$ cat src/rtl/bfcpu_mon_pkg.sv
// Shared types and helpers for the bfcpu I/O activity monitor.
package bfcpu_mon_pkg;

    typedef enum logic [1:0] {
        IDLE,
        ARMED,
        FROZEN
    } mon_state_e;

    localparam int unsigned DROP_MAX = 255;

    // Record layout: {ts, chg_mask[nch-1:0], ch_values[8*nch-1:0]}
    function automatic int unsigned rec_w(input int unsigned nch, input int unsigned ts_w);
        return ts_w + nch + 8 * nch;
    endfunction

endpackage

$ cat src/rtl/bfcpu_sync_fifo.sv
// Single-clock FIFO with a registered head word; a full FIFO still accepts a push
// when a pop happens in the same cycle.
module bfcpu_sync_fifo #(
    parameter int unsigned W     = 8,
    parameter int unsigned DEPTH = 16,
    localparam int unsigned AW   = (DEPTH > 1) ? $clog2(DEPTH) : 1,
    localparam int unsigned LW   = $clog2(DEPTH + 1)
) (
    input  logic          clk,
    input  logic          rst,
    input  logic          push,
    input  logic [W-1:0]  push_data,
    input  logic          pop,
    output logic          full,
    output logic          empty,
    output logic [LW-1:0] level,
    output logic [W-1:0]  head
);

    logic [W-1:0]  mem_q [DEPTH];
    logic [AW-1:0] wr_ptr_q, wr_ptr_d;
    logic [AW-1:0] rd_ptr_q, rd_ptr_d;
    logic [LW-1:0] level_q, level_d;
    logic [W-1:0]  head_q, head_d;
    logic          do_push, do_pop;

    assign full  = (level_q == LW'(DEPTH));
    assign empty = (level_q == '0);
    assign level = level_q;
    assign head  = head_q;

    always_comb begin
        do_pop   = pop && !empty;
        do_push  = push && (!full || do_pop);
        wr_ptr_d = do_push ? wr_ptr_q + AW'(1) : wr_ptr_q;
        rd_ptr_d = do_pop ? rd_ptr_q + AW'(1) : rd_ptr_q;
        level_d  = level_q;
        if (do_push && !do_pop) begin
            level_d = level_q + LW'(1);
        end else if (!do_push && do_pop) begin
            level_d = level_q - LW'(1);
        end
        // New head is the word being written when it lands at the read pointer
        if (level_d == '0) begin
            head_d = '0;
        end else if (do_push && (wr_ptr_q == rd_ptr_d)) begin
            head_d = push_data;
        end else begin
            head_d = mem_q[rd_ptr_d];
        end
    end

    always_ff @(posedge clk) begin
        if (rst) begin
            wr_ptr_q <= '0;
            rd_ptr_q <= '0;
            level_q  <= '0;
            head_q   <= '0;
        end else begin
            wr_ptr_q <= wr_ptr_d;
            rd_ptr_q <= rd_ptr_d;
            level_q  <= level_d;
            head_q   <= head_d;
        end
    end

    always_ff @(posedge clk) begin
        if (do_push) begin
            mem_q[wr_ptr_q] <= push_data;
        end
    end

endmodule

$ cat src/rtl/bfcpu_io_monitor.sv
// Watches NCH 8-bit channels and queues a timestamped record on every cycle where
// any channel changes; records are drained over a valid/ready port.
module bfcpu_io_monitor
    import bfcpu_mon_pkg::*;
#(
    parameter int unsigned NCH          = 3,
    parameter int unsigned DEPTH        = 16,
    parameter int unsigned TS_W         = 16,
    parameter int unsigned STOP_ON_FULL = 0,
    localparam int unsigned RW          = rec_w(NCH, TS_W),
    localparam int unsigned LW          = $clog2(DEPTH + 1)
) (
    input  logic             clk,
    input  logic             rst,
    input  logic             arm,
    input  logic [8*NCH-1:0] ch_in,
    output logic             rd_valid,
    input  logic             rd_ready,
    output logic [RW-1:0]    rd_data,
    output logic [LW-1:0]    level,
    output logic             overflow,
    output logic [7:0]       drop_cnt,
    output logic             frozen
);

    mon_state_e       state_q, state_d;
    logic [TS_W-1:0]  ts_q, ts_d;
    logic [8*NCH-1:0] prev_q, prev_d;
    logic             overflow_q, overflow_d;
    logic [7:0]       drop_cnt_q, drop_cnt_d;

    logic [NCH-1:0]   chg_mask;
    logic [NCH-1:0]   rec_mask;
    logic             push_req;
    logic             lost;
    logic             fifo_full;
    logic             fifo_empty;

    always_comb begin
        for (int k = 0; k < int'(NCH); k++) begin
            chg_mask[k] = (ch_in[8*k +: 8] != prev_q[8*k +: 8]);
        end
    end

    always_comb begin
        state_d    = state_q;
        ts_d       = ts_q;
        prev_d     = prev_q;
        overflow_d = overflow_q;
        drop_cnt_d = drop_cnt_q;
        push_req   = 1'b0;
        rec_mask   = chg_mask;

        unique case (state_q)
            IDLE: begin
                if (arm) begin
                    state_d    = ARMED;
                    ts_d       = '0;
                    overflow_d = 1'b0;
                    drop_cnt_d = '0;
                    prev_d     = ch_in;
                    push_req   = 1'b1;
                    rec_mask   = '1;
                end
            end
            ARMED: begin
                if (!arm) begin
                    state_d = IDLE;
                end else begin
                    ts_d     = ts_q + TS_W'(1);
                    prev_d   = ch_in;
                    push_req = |chg_mask;
                end
            end
            FROZEN: begin
                if (!arm) begin
                    state_d = IDLE;
                end
            end
            default: state_d = IDLE;
        endcase

        // A pop in the same cycle frees a slot, so only a blocked push counts as lost
        lost = push_req && fifo_full && !(rd_valid && rd_ready);
        if (lost) begin
            overflow_d = 1'b1;
            if (drop_cnt_d != 8'(DROP_MAX)) begin
                drop_cnt_d = drop_cnt_d + 8'd1;
            end
            if (STOP_ON_FULL != 0) begin
                state_d = FROZEN;
            end
        end
    end

    always_ff @(posedge clk) begin
        if (rst) begin
            state_q    <= IDLE;
            ts_q       <= '0;
            prev_q     <= '0;
            overflow_q <= 1'b0;
            drop_cnt_q <= '0;
        end else begin
            state_q    <= state_d;
            ts_q       <= ts_d;
            prev_q     <= prev_d;
            overflow_q <= overflow_d;
            drop_cnt_q <= drop_cnt_d;
        end
    end

    bfcpu_sync_fifo #(
        .W     (RW),
        .DEPTH (DEPTH)
    ) u_fifo (
        .clk       (clk),
        .rst       (rst),
        .push      (push_req),
        .push_data ({ts_d, rec_mask, ch_in}),
        .pop       (rd_ready),
        .full      (fifo_full),
        .empty     (fifo_empty),
        .level     (level),
        .head      (rd_data)
    );

    assign rd_valid = !fifo_empty;
    assign overflow = overflow_q;
    assign drop_cnt = drop_cnt_q;
    assign frozen   = (state_q == FROZEN);

endmodule
$ cat config.mk
export PLATFORM = sky130hd
export DESIGN_NAME = bfcpu_io_monitor
export DESIGN_NICKNAME = d
export VERILOG_FILES = /design/src/rtl/bfcpu_mon_pkg.sv /design/src/rtl/bfcpu_sync_fifo.sv /design/src/rtl/bfcpu_io_monitor.sv
export SDC_FILE = /design/constraint.sdc
export NUM_CORES = 1
export LEC_CHECK = 0
export ABC_AREA = 1
export CELL_PAD_IN_SITES_DETAIL_PLACEMENT = 0
export CELL_PAD_IN_SITES_GLOBAL_PLACEMENT = 1
export CORE_MARGIN = 8
export CORE_UTILIZATION = 25
export DETAILED_ROUTE_END_ITERATION = 10
export PLACE_DENSITY = 0.52
export SYNTH_ARGS = -nofsm -noshare
export SYNTH_HDL_FRONTEND = slang
export SYNTH_SLANG_ARGS = --single-unit
$ cat constraint.sdc
create_clock -name clk -period 5.4 [get_ports clk]
set_input_delay 1.08 -clock clk [delete_from_list [all_inputs] [get_ports clk]]
set_output_delay 1.08 -clock clk [all_outputs]
set_load 0.01 [all_outputs]
==> results.md, run 1 <==
* Outcome: completed
* Initial antenna violation count at 5
* Detailed Route WL at between 90 and 100 mm
* Die H at ~370 um
* GRT Overall Usage at roughly an eighth
* WP data required at 5.91 ns
* Layout Nets at 2,845
* #FFs+latches synth at between 700 and 800
* Worst Tran Pin Value at approximately 1.4 ns
* Met3 wire length at between 3 and 4 mm
* Clk pwr share at between 30% and 40%
* Commonest cells post-synth: edfxtp_1, nor2_1, o21ai_0
* VDD IR-drop max at slightly above 0.0004 V
* Leakage at 0.01295 uW
* GP Congestion at about 0.72
* Setup Buffers After CTS at 0
* Post-Syn Instances at between 2,000 and 3,000
* Die footprint at 139,700 sq um
* Drt via density at between 4 and 5
* Final Hold Fails at 0
* Crit path DAT at 4.64 ns
* Avg WL per Cell at roughly 21 um
* Top post-synthesis cells by area: edfxtp_1, dfxtp_1, o21ai_0
* Top Layer Used: met5
* Initial cell density of the core at around a quarter
* Root Buffer: clkbuf_16
* Syn Nets at ~2,700
* Filler instances at about 13,000
* Max Root-Sink Buffers at 3
* CTS HTree Levels at 3
* Core Box Area at approximately 130,000 sq um
* Max Cap Viol at 0
* Worst skew pair latency at 0.66 ns
* Netlist Area Pre-Place at between 30,000 and 40,000 sq um
* Avg Inst Size Synth at about 12 sq um
* Synth top area share at roughly 65%
* Final worst path period share at about 76%
* M1 wire length at 44.51 mm
* Antenna viol nets, final at 0
* Share of synthesized registers carrying an async set or reset at 0%
* DP HPWL at 52.89 mm
* Congestion Overflow GR at 0
* Startpoint Class: input pin
* Logic gate share of total power at between 20% and 30%
* CP Max Fanout at 23
* First-pass GRT wire length at about 140 mm
* Antenna cell count at 0
* Residual DRC at 0
* DR WL met2 at 45.23 mm
* Hold/Removal Path Class: flip-flop to flip-flop
* Area post-placement at 35,190 sq um
* Sequential cell area at roughly 23,000 sq um
* CTS sink cnt at just under 800
* Post-cts resize count at 0
* DR iter-0 viols at 1,369
* Hold_buf cts at 0
* Num CTS Buffers at 94
* Max Freq at approximately 240 MHz
* Std cell rows at roughly 130
* Slew headroom at 6.901%
* PwrDens at between 400 and 500 nW/um^2
* Vias in the first global route at 20,290
* Synth area leader: edfxtp_1
* Unique masters post-synth at 39
* Die Wd at ~370 um
* Post-layout min period at a little over 4 ns
* # setup viols final at 0
* Slew Limit Fails at 0
* Via Count at 20,420
* Net Sw Frac at approximately a third
* Post-route cell area at 38,180 sq um
* Reg power frac at about two fifths
* Post-synthesis sequential area ratio at about 71%
* Primary FF master, synth: edfxtp_1
* Layout cell share with drive strength beyond 1 at under 10%
* Clock Skews at a little under 0.03 ns
* DR pass1 iterations at 5
* Port bufs at between 80 and 90
* Post-synth EDFFs at just under 700
* Cell Int Power at around 12,000 uW
* Yosys warns at 0
* Clock-pin slew on the worst setup and hold paths at ~0.05 ns
* Syn-to-layout area delta at 19.31%
* Pin count of the biggest net entering global routing at about 180
* Area of the multi-input gates at 7815 sq um
* Worst setup EP type: flip-flop
* Crit path kind: input pin to flip-flop
* CTS tree: built
* Setup TNS at 0 ns
* Top Ports at 87
* RSZ-0062 raised after global routing: false
* Switching power at 5829 uW
* Count leader, synth: edfxtp_1
-- power by group through the flow --
stage | sequential (uW) | combinational (uW) | clock, uW
6_report | 6970 | 4540 | 6110
5_1_grt | 6990 | 5130 | 6540
4_1_cts | 6990 | 4670 | 6290
3_5_place_dp | 7110 | 4660 | 0
3_3_place_gp | 7120 | 4670 | 0
2_1_floorplan | 7110 | 2900 | 0
-- cell usage in the layout (no fill, tap or decap), drive strengths merged --
master         synthesis  routed
o211ai               127     127
clkbuf                93     137
nor3                  11      11
clkdlybuf4s50          0      84
ha                    11      11
nor4                   1       1
o21ai                466     466
edfxtp               688     688
clkinv                 2      33
buf                   75      90
o211a                  1       1
o21a                   2       2
nand3b                 1       1
conb                   1       1
xnor2                 20      20
nor3b                  1       1
nor2                 450     450
a21oi                161     161
a211oi                 1       1
bufinv                 0       3
xor2                  11      11
nand2                106     106
inv                  201     207
nand3                160     160
clkinvlp               0       1
dfxtp                106     106
a22o                   1       1
nand4                  7       7
-- layout make-up --
type | instances | share of cell area, %
Clock inverter | 41 | 0.8815
Sequential cell | 794 | 59.67
Multi-Input combinational cell | 1539 | 20.47
Inverter | 203 | 2.029
Timing Repair Buffer | 174 | 4.555
Clock buffer | 137 | 6.951
Tap cell | 1662 | 5.446
-- worst max-delay path, stage by stage --
cell             delay, ns
clkdlybuf4s50_1       0.68
nand2_1               0.09
nand2_1               0.07
nand2_1               0.04
nor2_1                0.27
nand2_1               0.10
nor2_1                0.54
nand2_1               0.22
nand2_1               0.22
nand2_1               0.18
nand2_1               0.10
o21ai_0               0.09
a21oi_1               0.20
nand3_1               0.12
nand2_2               0.08
buf_4                 0.39
nor2_1                0.10
-- registers in the layout, indices dropped and copies added, names as in the netlist --
signal	flops
state_q	1
overflow	1
u_fifo.wr_ptr_q	4
prev_q	24
u_fifo.mem_q	688
u_fifo.level	5
drop_cnt	8
u_fifo.head	43
ts_q	16
u_fifo.rd_ptr_q	4
-- path summary, 6_finish.rpt --
path	cells past startpoint	from	slack, ns	endpoint
worst min register to register	2	overflow	0.48	overflow
worst min-delay path	2	overflow	0.48	overflow
worst max register to register	15	prev_q[0]	1.92	u_fifo.head[1]
worst max-delay path	17	ch_in[13]	1.27	u_fifo.head[1]
-- cell families after synthesis --
logic type               share of synthesized area (%)
XOR/XNOR                                        0.8484
AND/OR/NAND/NOR                                  9.614
other                                          0.01172
AO/OA/AOI/OAI                                    12.98
adder cells (fa/ha/maj)                         0.4301
buffers and inverters                            4.922
flip-flops                                       71.19
-- per-stage QoR --
stage | total power (uW) | utilization, % | setup WS, ns | hold WS, ns | cells
after floorplan | 10010 | - | 1.112 | 0.4840 | 2704
after global placement | 11790 | 27.63 | 0.6535 | 0.4660 | 4372
after detailed placement | 11770 | 27.63 | 0.6358 | 0.4690 | 4372
after CTS | 17950 | 29.98 | 1.337 | 0.4867 | 4550
after global routing | 18660 | 29.98 | 1.083 | 0.5234 | 4550
final | 17620 | 29.98 | 1.272 | 0.4785 | 4550
-- metal layers --
layer | vias to the layer above | track usage (%)
li1 | 9884 | -
met1 | 10090 | 18.20
met2 | 367 | 22.10
met3 | 83 | 2.078
met4 | 2 | 2.844
met5 | - | 0
Power figures use the tool's default switching activity.
==> run 2: changes to the inputs <==
Clock period 5.4 ns to 4.1 ns, I/O delays scaled along.
==> results.md, run 2 (same netlist as run 1, synthesis figures left out) <==
* Outcome: completed (unchanged)
* Post-Place Cells at 4,426 (was 4,372)
* Setup Buffers After CTS at 0 (unchanged)
* Max Cap Viol at 0 (unchanged)
* Root Buffer: clkbuf_16 (unchanged)
* Cell Int Power at 15,960 uW (was 11,790 uW)
* Pin count of the biggest net entering global routing at 88 (was 182)
* CTS tree: built (unchanged)
* Die Wd at 373.8 um (unchanged)
* Total Power at 23,680 uW (was 17,620 uW)
* Top Layer Used: met5 (unchanged)
* Reg power frac at 38.8% (was 39.6%)
* Via Count at 20,750 (was 20,420)
* PwrDens at 604.7 nW/um^2 (was 461.6 nW/um^2)
* RSZ-0062 raised after global routing: false (unchanged)
* Top Ports at 87 (unchanged)
* Post-cts resize count at 0 (unchanged)
* Max Freq at slightly below 300 MHz
* Area post-placement at 36,130 sq um (was 35,190 sq um)
* Layout cell share with drive strength beyond 1 at 10.83% (was 9.384%)
* GP Congestion at 0.7171 (was 0.7163)
* Crit path DAT at 3.81 ns (was 4.64 ns)
* Port bufs at 85 (unchanged)
* Initial cell density of the core at 25.13% (unchanged)
* Layout Nets at 2,899 (was 2,845)
* Net Sw Frac at 32.60% (was 33.07%)
* Area of the multi-input gates at 7807 sq um (was 7815 sq um)
* Worst setup EP type: flip-flop (unchanged)
* CTS sink cnt at 794 (unchanged)
* DR iter-0 viols at 1,279 (was 1,369)
* Post-route insts no fill at 4,599 (was 4,550)
* Max reg flops at 688 (unchanged)
* # setup viols final at 0 (unchanged)
* Slew headroom at 19.31% (was 6.901%)
* Final worst path period share at 83.90%
* Core Box Area at 127,400 sq um (unchanged)
* Drt via density at 4.512 (was 4.488)
* Slew Limit Fails at 0 (unchanged)
* GRT Overall Usage at 13.28% (was 13.26%)
* DR pass1 iterations at 7 (was 5)
* Detailed Route WL at 95.62 mm (was 95.00 mm)
* Congestion Overflow GR at 0 (unchanged)
* Post-layout min period at 3.440 ns
* Clock Skews at 0.02015 ns (was 0.02909 ns)
* Die footprint at 139,700 sq um (unchanged)
* Cell count of the worst reg-to-reg path at 13 (was 15)
* DP HPWL at 56.86 mm (was 52.89 mm)
* Filler instances at 12,830 (was 12,800)
* Leading cell type in the layout, fill and taps excluded: edfxtp_1 (unchanged)
* VDD IR-drop max at 0.0002917 V (was 0.0004082 V)
* Antenna viol nets, final at 0 (unchanged)
* CP Max Fanout at 10 (was 23)
* Die H at 373.8 um (unchanged)
* Hold_buf cts at 0 (unchanged)
* Initial antenna violation count at 3 (was 5)
* Switching power at 7718 uW (was 5829 uW)
* Leakage at 0.01336 uW (was 0.01295 uW)
* DR WL met2 at 45.24 mm (was 45.23 mm)
* M1 wire length at 44.51 mm (about the same)
* Hold/Removal Path Class: flip-flop to flip-flop (unchanged)
* Logic gate share of total power at 26.7% (was 25.8%)
* Worst skew pair latency at 0.67 ns (was 0.66 ns)
* Worst Tran Pin Value at 1.202 ns (was 1.396 ns)
* Residual DRC at 0 (unchanged)
* Startpoint Class: input pin (unchanged)
* Setup TNS at 0 ns (unchanged)
* Max Root-Sink Buffers at 3 (unchanged)
* Crit path kind: input pin to flip-flop (unchanged)
* Vias in the first global route at 20,820 (was 20,290)
* Std cell rows at 131 (unchanged)
* Num CTS Buffers at 94 (unchanged)
* Avg WL per Cell at 20.79 um (was 20.88 um)
* Final Hold Fails at 0 (unchanged)
* WP data required at 4.48 ns (was 5.91 ns)
* Post-route cell area at 39,160 sq um (was 38,180 sq um)
* Most frequent cells in the layout: edfxtp_1, nor2_1, o21ai_0 (unchanged)
* CTS HTree Levels at 3 (unchanged)
* Clk pwr share at 34.5% (was 34.7%)
* Sequential cell area at 22,780 sq um (unchanged)
* Clock-pin slew on the worst setup and hold paths at 0.06 ns (was 0.05 ns)
* Met3 wire length at 4.106 mm (was 3.893 mm)
* Syn-to-layout area delta at 22.37% (was 19.31%)
* Hold Crit Depth at 2 (unchanged)
* First-pass GRT wire length at 141.5 mm (was 141.0 mm)
* Biggest register: u_fifo.mem_q (unchanged)
run 2: cell count changes in the layout (fill, tap and decap cells not counted), moves of 2 or more:
| cell | previous run | this run |
|---|---|---|
| buf_12 | 18 | 61 |
| clkbuf_8 | 14 | 9 |
| o21ai_2 | 2 | 0 |
| clkinv_1 | 9 | 12 |
| buf_4 | 71 | 82 |
| bufinv_16 | 3 | 7 |
| o21ai_1 | 104 | 106 |
| clkinvlp_4 | 1 | 3 |
| clkinv_2 | 21 | 16 |
| clkbuf_1 | 29 | 25 |
run 2: final cells by class:
class                   instances  area share, %
multi-input cells            1539          19.94
well taps                    1662          5.310
flip-flops and latches        794          58.17
clock buffers                 128          6.562
inverters                     203          1.978
repair buffers                228          6.850
diodes                          1       0.006390
clock inverters                44          1.182
run 2: routing by layer:
metal | up-vias | track usage (%)
li1 | 10020 | -
met1 | 10240 | 18.00
met2 | 377 | 22.11
met3 | 113 | 2.289
met4 | 2 | 3.134
met5 | - | 0
run 2: path summary, 6_finish.rpt:
check | to | slack [ns] | from
max reg2reg | u_fifo.mem_q[15][35] | 0.92 | prev_q[1]
max | u_fifo.mem_q[15][35] | 0.66 | ch_in[1]
min reg2reg | overflow | 0.48 | overflow
min | overflow | 0.48 | overflow
run 2: stage by stage:
stage	hold WS, ns	util, %	setup WS, ns
2_1_floorplan	0.4840	-	0.07153
3_3_place_gp	0.4754	28.37	-0.09603
3_5_place_dp	0.4723	28.37	-0.1304
4_1_cts	0.4925	30.75	0.5948
5_1_grt	0.5062	30.75	0.3958
6_report	0.4795	30.75	0.6601
run 2: critical path, cell delays in order:
cell and delay [ns]:
clkdlybuf4s50_1 0.44, xnor2_1 0.14, nand2_1 0.19, nor2_1 0.12
nand2_1 0.11, nor2_1 0.13, buf_4 0.18, nand2_1 0.08
nand2_1 0.10, nor2_2 0.45, nand2_1 0.11, buf_4 0.21
nor2_4 0.47, buf_4 0.26
run 2: power groups by stage:
stage | Sequential [uW] | Combinational (uW) | Clock, uW
CTS | 9190 | 6480 | 8410
floorplan | 9360 | 3820 | 0
finish | 9180 | 6320 | 8180
global route | 9210 | 7090 | 8710
detailed placement | 9360 | 6460 | 0
global placement | 9370 | 6500 | 0
==> run 3: changes to the inputs <==
Settings changed: PLACE_DENSITY 0.52 to 0.54.
Clock period 4.1 ns to 2.96 ns, I/O delays scaled along.
==> results.md, run 3 (same netlist as run 1, synthesis figures left out) <==
* Leading cell type in the layout, fill and taps excluded: edfxtp_1 (unchanged)
* Num CTS Buffers at 91 (was 94)
* Delay-heaviest family, CP: simple AND/OR/NAND/NOR gates (unchanged)
* CP Max Fanout at 6 (was 10)
* Reg-to-reg setup timing slack at 0.18 ns (was 0.92 ns)
* Max Root-Sink Buffers at 3 (unchanged)
* Max reg flops at 688 (unchanged)
* Crit path DAT at 3.37 ns (was 3.81 ns)
* Clock Skews at 0.03130 ns (was 0.02015 ns)
* Vias in the first global route at 21,350 (was 20,820)
* Top Ports at 87 (unchanged)
* VDD IR-drop max at 0.0004348 V (was 0.0002917 V)
* Port bufs at 85 (unchanged)
* Final Hold Fails at 0 (unchanged)
* Post-layout min period at roughly 2.8 ns
* Slew headroom at 57.25% (was 19.31%)
* GRT Overall Usage at 13.65% (was 13.28%)
* Biggest register: u_fifo.mem_q (unchanged)
* Crit path kind: input pin to flip-flop (unchanged)
* Layout Nets at 2,996 (was 2,899)
* Crit path from: ch_in[1] (unchanged)
* Setup Buffers After CTS at 0 (unchanged)
* Die footprint at 139,700 sq um (unchanged)
* Core Box Area at 127,400 sq um (unchanged)
* Avg WL per Cell at 21.14 um (was 20.79 um)
* Outcome: completed (unchanged)
* RR Endpoint: u_fifo.head[18] (was u_fifo.mem_q[15][35])
* Root Buffer: clkbuf_16 (unchanged)
* GP Congestion at 0.7503 (was 0.7171)
* Slew Limit Fails at 0 (unchanged)
* Antenna cell count at 0 (was 1)
* CTS sink cnt at 794 (unchanged)
* Worst-path cell chain: clkdlybuf4s50_1 > xnor2_1 > nand2_2 > nor2_4 > nand2_2 > nor2_4 > buf_4 > nand2_1 > nand2_2 > nand2_2 > nand2_1 > o21ai_0 > a21oi_1 > nand3_1 > nand2_4 > clkbuf_16 > nor2_1 (was clkdlybuf4s50_1 > xnor2_1 > nand2_1 > nor2_1 > nand2_1 > nor2_1 > buf_4 > nand2_1 > nand2_1 > nor2_2 > nand2_1 > buf_4 > nor2_4 > buf_4)
* Final worst path period share at 95.45%
* Die Wd at 373.8 um (unchanged)
* Slowest stage delay, CP at 0.52 ns (was 0.47 ns)
* RSZ-0062 raised after global routing: false (unchanged)
* CTS tree: built (unchanged)
* Initial cell density of the core at 25.13% (unchanged)
* Final core occ at 31.90% (was 30.75%)
* Worst skew pair latency at 0.67 ns (about the same)
* Die H at 373.8 um (unchanged)
* Congestion Overflow GR at 0 (unchanged)
* Via Count at 21,230 (was 20,750)
* Layout cell share with drive strength beyond 1 at 14.95% (was 10.83%)
* Hold WS at 0.2831 ns (was 0.4795 ns)
* Crit. path cell count at 17 (was 14)
* Std cell rows at 131 (unchanged)
* Max Freq at roughly 350 MHz
* Syn-to-layout area delta at 26.97% (was 22.37%)
* PwrDens at 839.9 nW/um^2 (was 604.7 nW/um^2)
* Most common cell on crit path: nand2_2 (was nand2_1)
* CTS HTree Levels at 3 (unchanged)
* Total Power at 34,130 uW (was 23,680 uW)
* Initial antenna violation count at 1 (was 3)
* Cell count of the worst reg-to-reg path at 16 (was 13)
* Worst Tran Pin Value at 0.6406 ns (was 1.202 ns)
* Drt via density at 4.518 (was 4.512)
* Detailed Route WL at 99.34 mm (was 95.62 mm)
* First-pass GRT wire length at 145.2 mm (was 141.5 mm)
* # setup viols final at 0 (unchanged)
* Worst path buffer plus inverter count at 3 (was 4)
* Most frequent cells in the layout: edfxtp_1, nor2_1, o21ai_0 (unchanged)
* Residual DRC at 0 (unchanged)
* Sequential cell area at 22,790 sq um (was 22,780 sq um)
* DP HPWL at 60.40 mm (was 56.86 mm)
* Hold/Removal Path Class: input pin to flip-flop (was flip-flop to flip-flop)
* Leakage at 0.01423 uW (was 0.01336 uW)
* Max Cap Viol at 0 (unchanged)
* Area of the multi-input gates at 7928 sq um (was 7807 sq um)
* Filler instances at 12,680 (was 12,830)
* Pin count of the biggest net entering global routing at 63 (was 88)
* Clock-pin slew on the worst setup and hold paths at 0.06 ns (about the same)
* R2r startpoint: prev_q[1] (unchanged)
* DR iter-0 viols at 1,555 (was 1,279)
* Antenna viol nets, final at 0 (unchanged)
* Worst path slowest cell: clkdlybuf4s50_1 (was nor2_4)
* CP endpoint: u_fifo.head[18] (was u_fifo.mem_q[15][35])
* WP data required at 3.51 ns (was 4.48 ns)
* DR pass1 iterations at 5 (was 7)
* Startpoint Class: input pin (unchanged)
* Worst setup EP type: flip-flop (unchanged)
[run 3: changes by cell type in the layout (fill, tap and decap cells not counted), moves of 8 or more]
cell / change
buf_4: +53
buf_12: +40
clkbuf_1: -13
clkdlybuf4s50_1: -14
dlymetal6s2s_1: +14
nand2_1: -8
clkinv_2: +11
[run 3: repair_timing]
item                                    CTS  global route
cloned                                    0             4
gates resized for setup                   8            40
endpoints found under the setup margin  661            78
hold buffers                              0             0
pin swaps                                 0             9
[run 3: per-stage QoR]
step	worst slack [ns]	setup TNS, ns	area [sq um]	cells
global placement	-0.9361	-611.76	37340	4522
CTS	0.02915	0	40400	4694
detailed placement	-0.9484	-569.02	37340	4522
global route	0.001522	0	40630	4698
finish	0.1346	0	40630	4698
floorplan	-0.2351	-142.99	32040	2704
[run 3: final cells by class]
cell class	instances	share of cell area (%)
Sequential cell	794	56.08
Multi-Input combinational cell	1539	19.51
Timing Repair Buffer	328	9.934
Clock buffer	110	5.980
Tap cell	1662	5.118
Inverter	203	1.900
Clock inverter	62	1.481
[run 3: how the worst min path moves through the flow]
stage	startpoint	to	slack, ns	cells past startpoint
after floorplan	prev_q[0]	prev_q[0]	0.48	2
after global placement	overflow	overflow	0.45	2
after detailed placement	overflow	overflow	0.45	2
after CTS	arm	ts_q[2]	0.44	4
after global routing	ch_in[12]	prev_q[12]	0.27	3
final	ch_in[12]	prev_q[12]	0.28	3
[run 3: worst min-delay path: cells and delay by family]
family,cells,cell delay (ns)
compound gates,1,0.06
buf+inv,2,0.23
[run 3: power by group]
part	internal [uW]	leakage (uW)	switching, uW	total [uW]
registers	12500	0.00740	212	12700
logic	3880	0.00534	6180	10100
clock network	6610	0.00149	4750	11400
total	23000	0.0142	11100	34100
[run 3: layer usage]
layer  up-vias  GRT usage (%)  part of all wire [%]
li1      10200              -                     -
met1     10510          18.94                    47
met2       413          22.50                    47
met3       110          2.115                   4.0
met4         0          3.047                   1.8
met5         -              0                     0
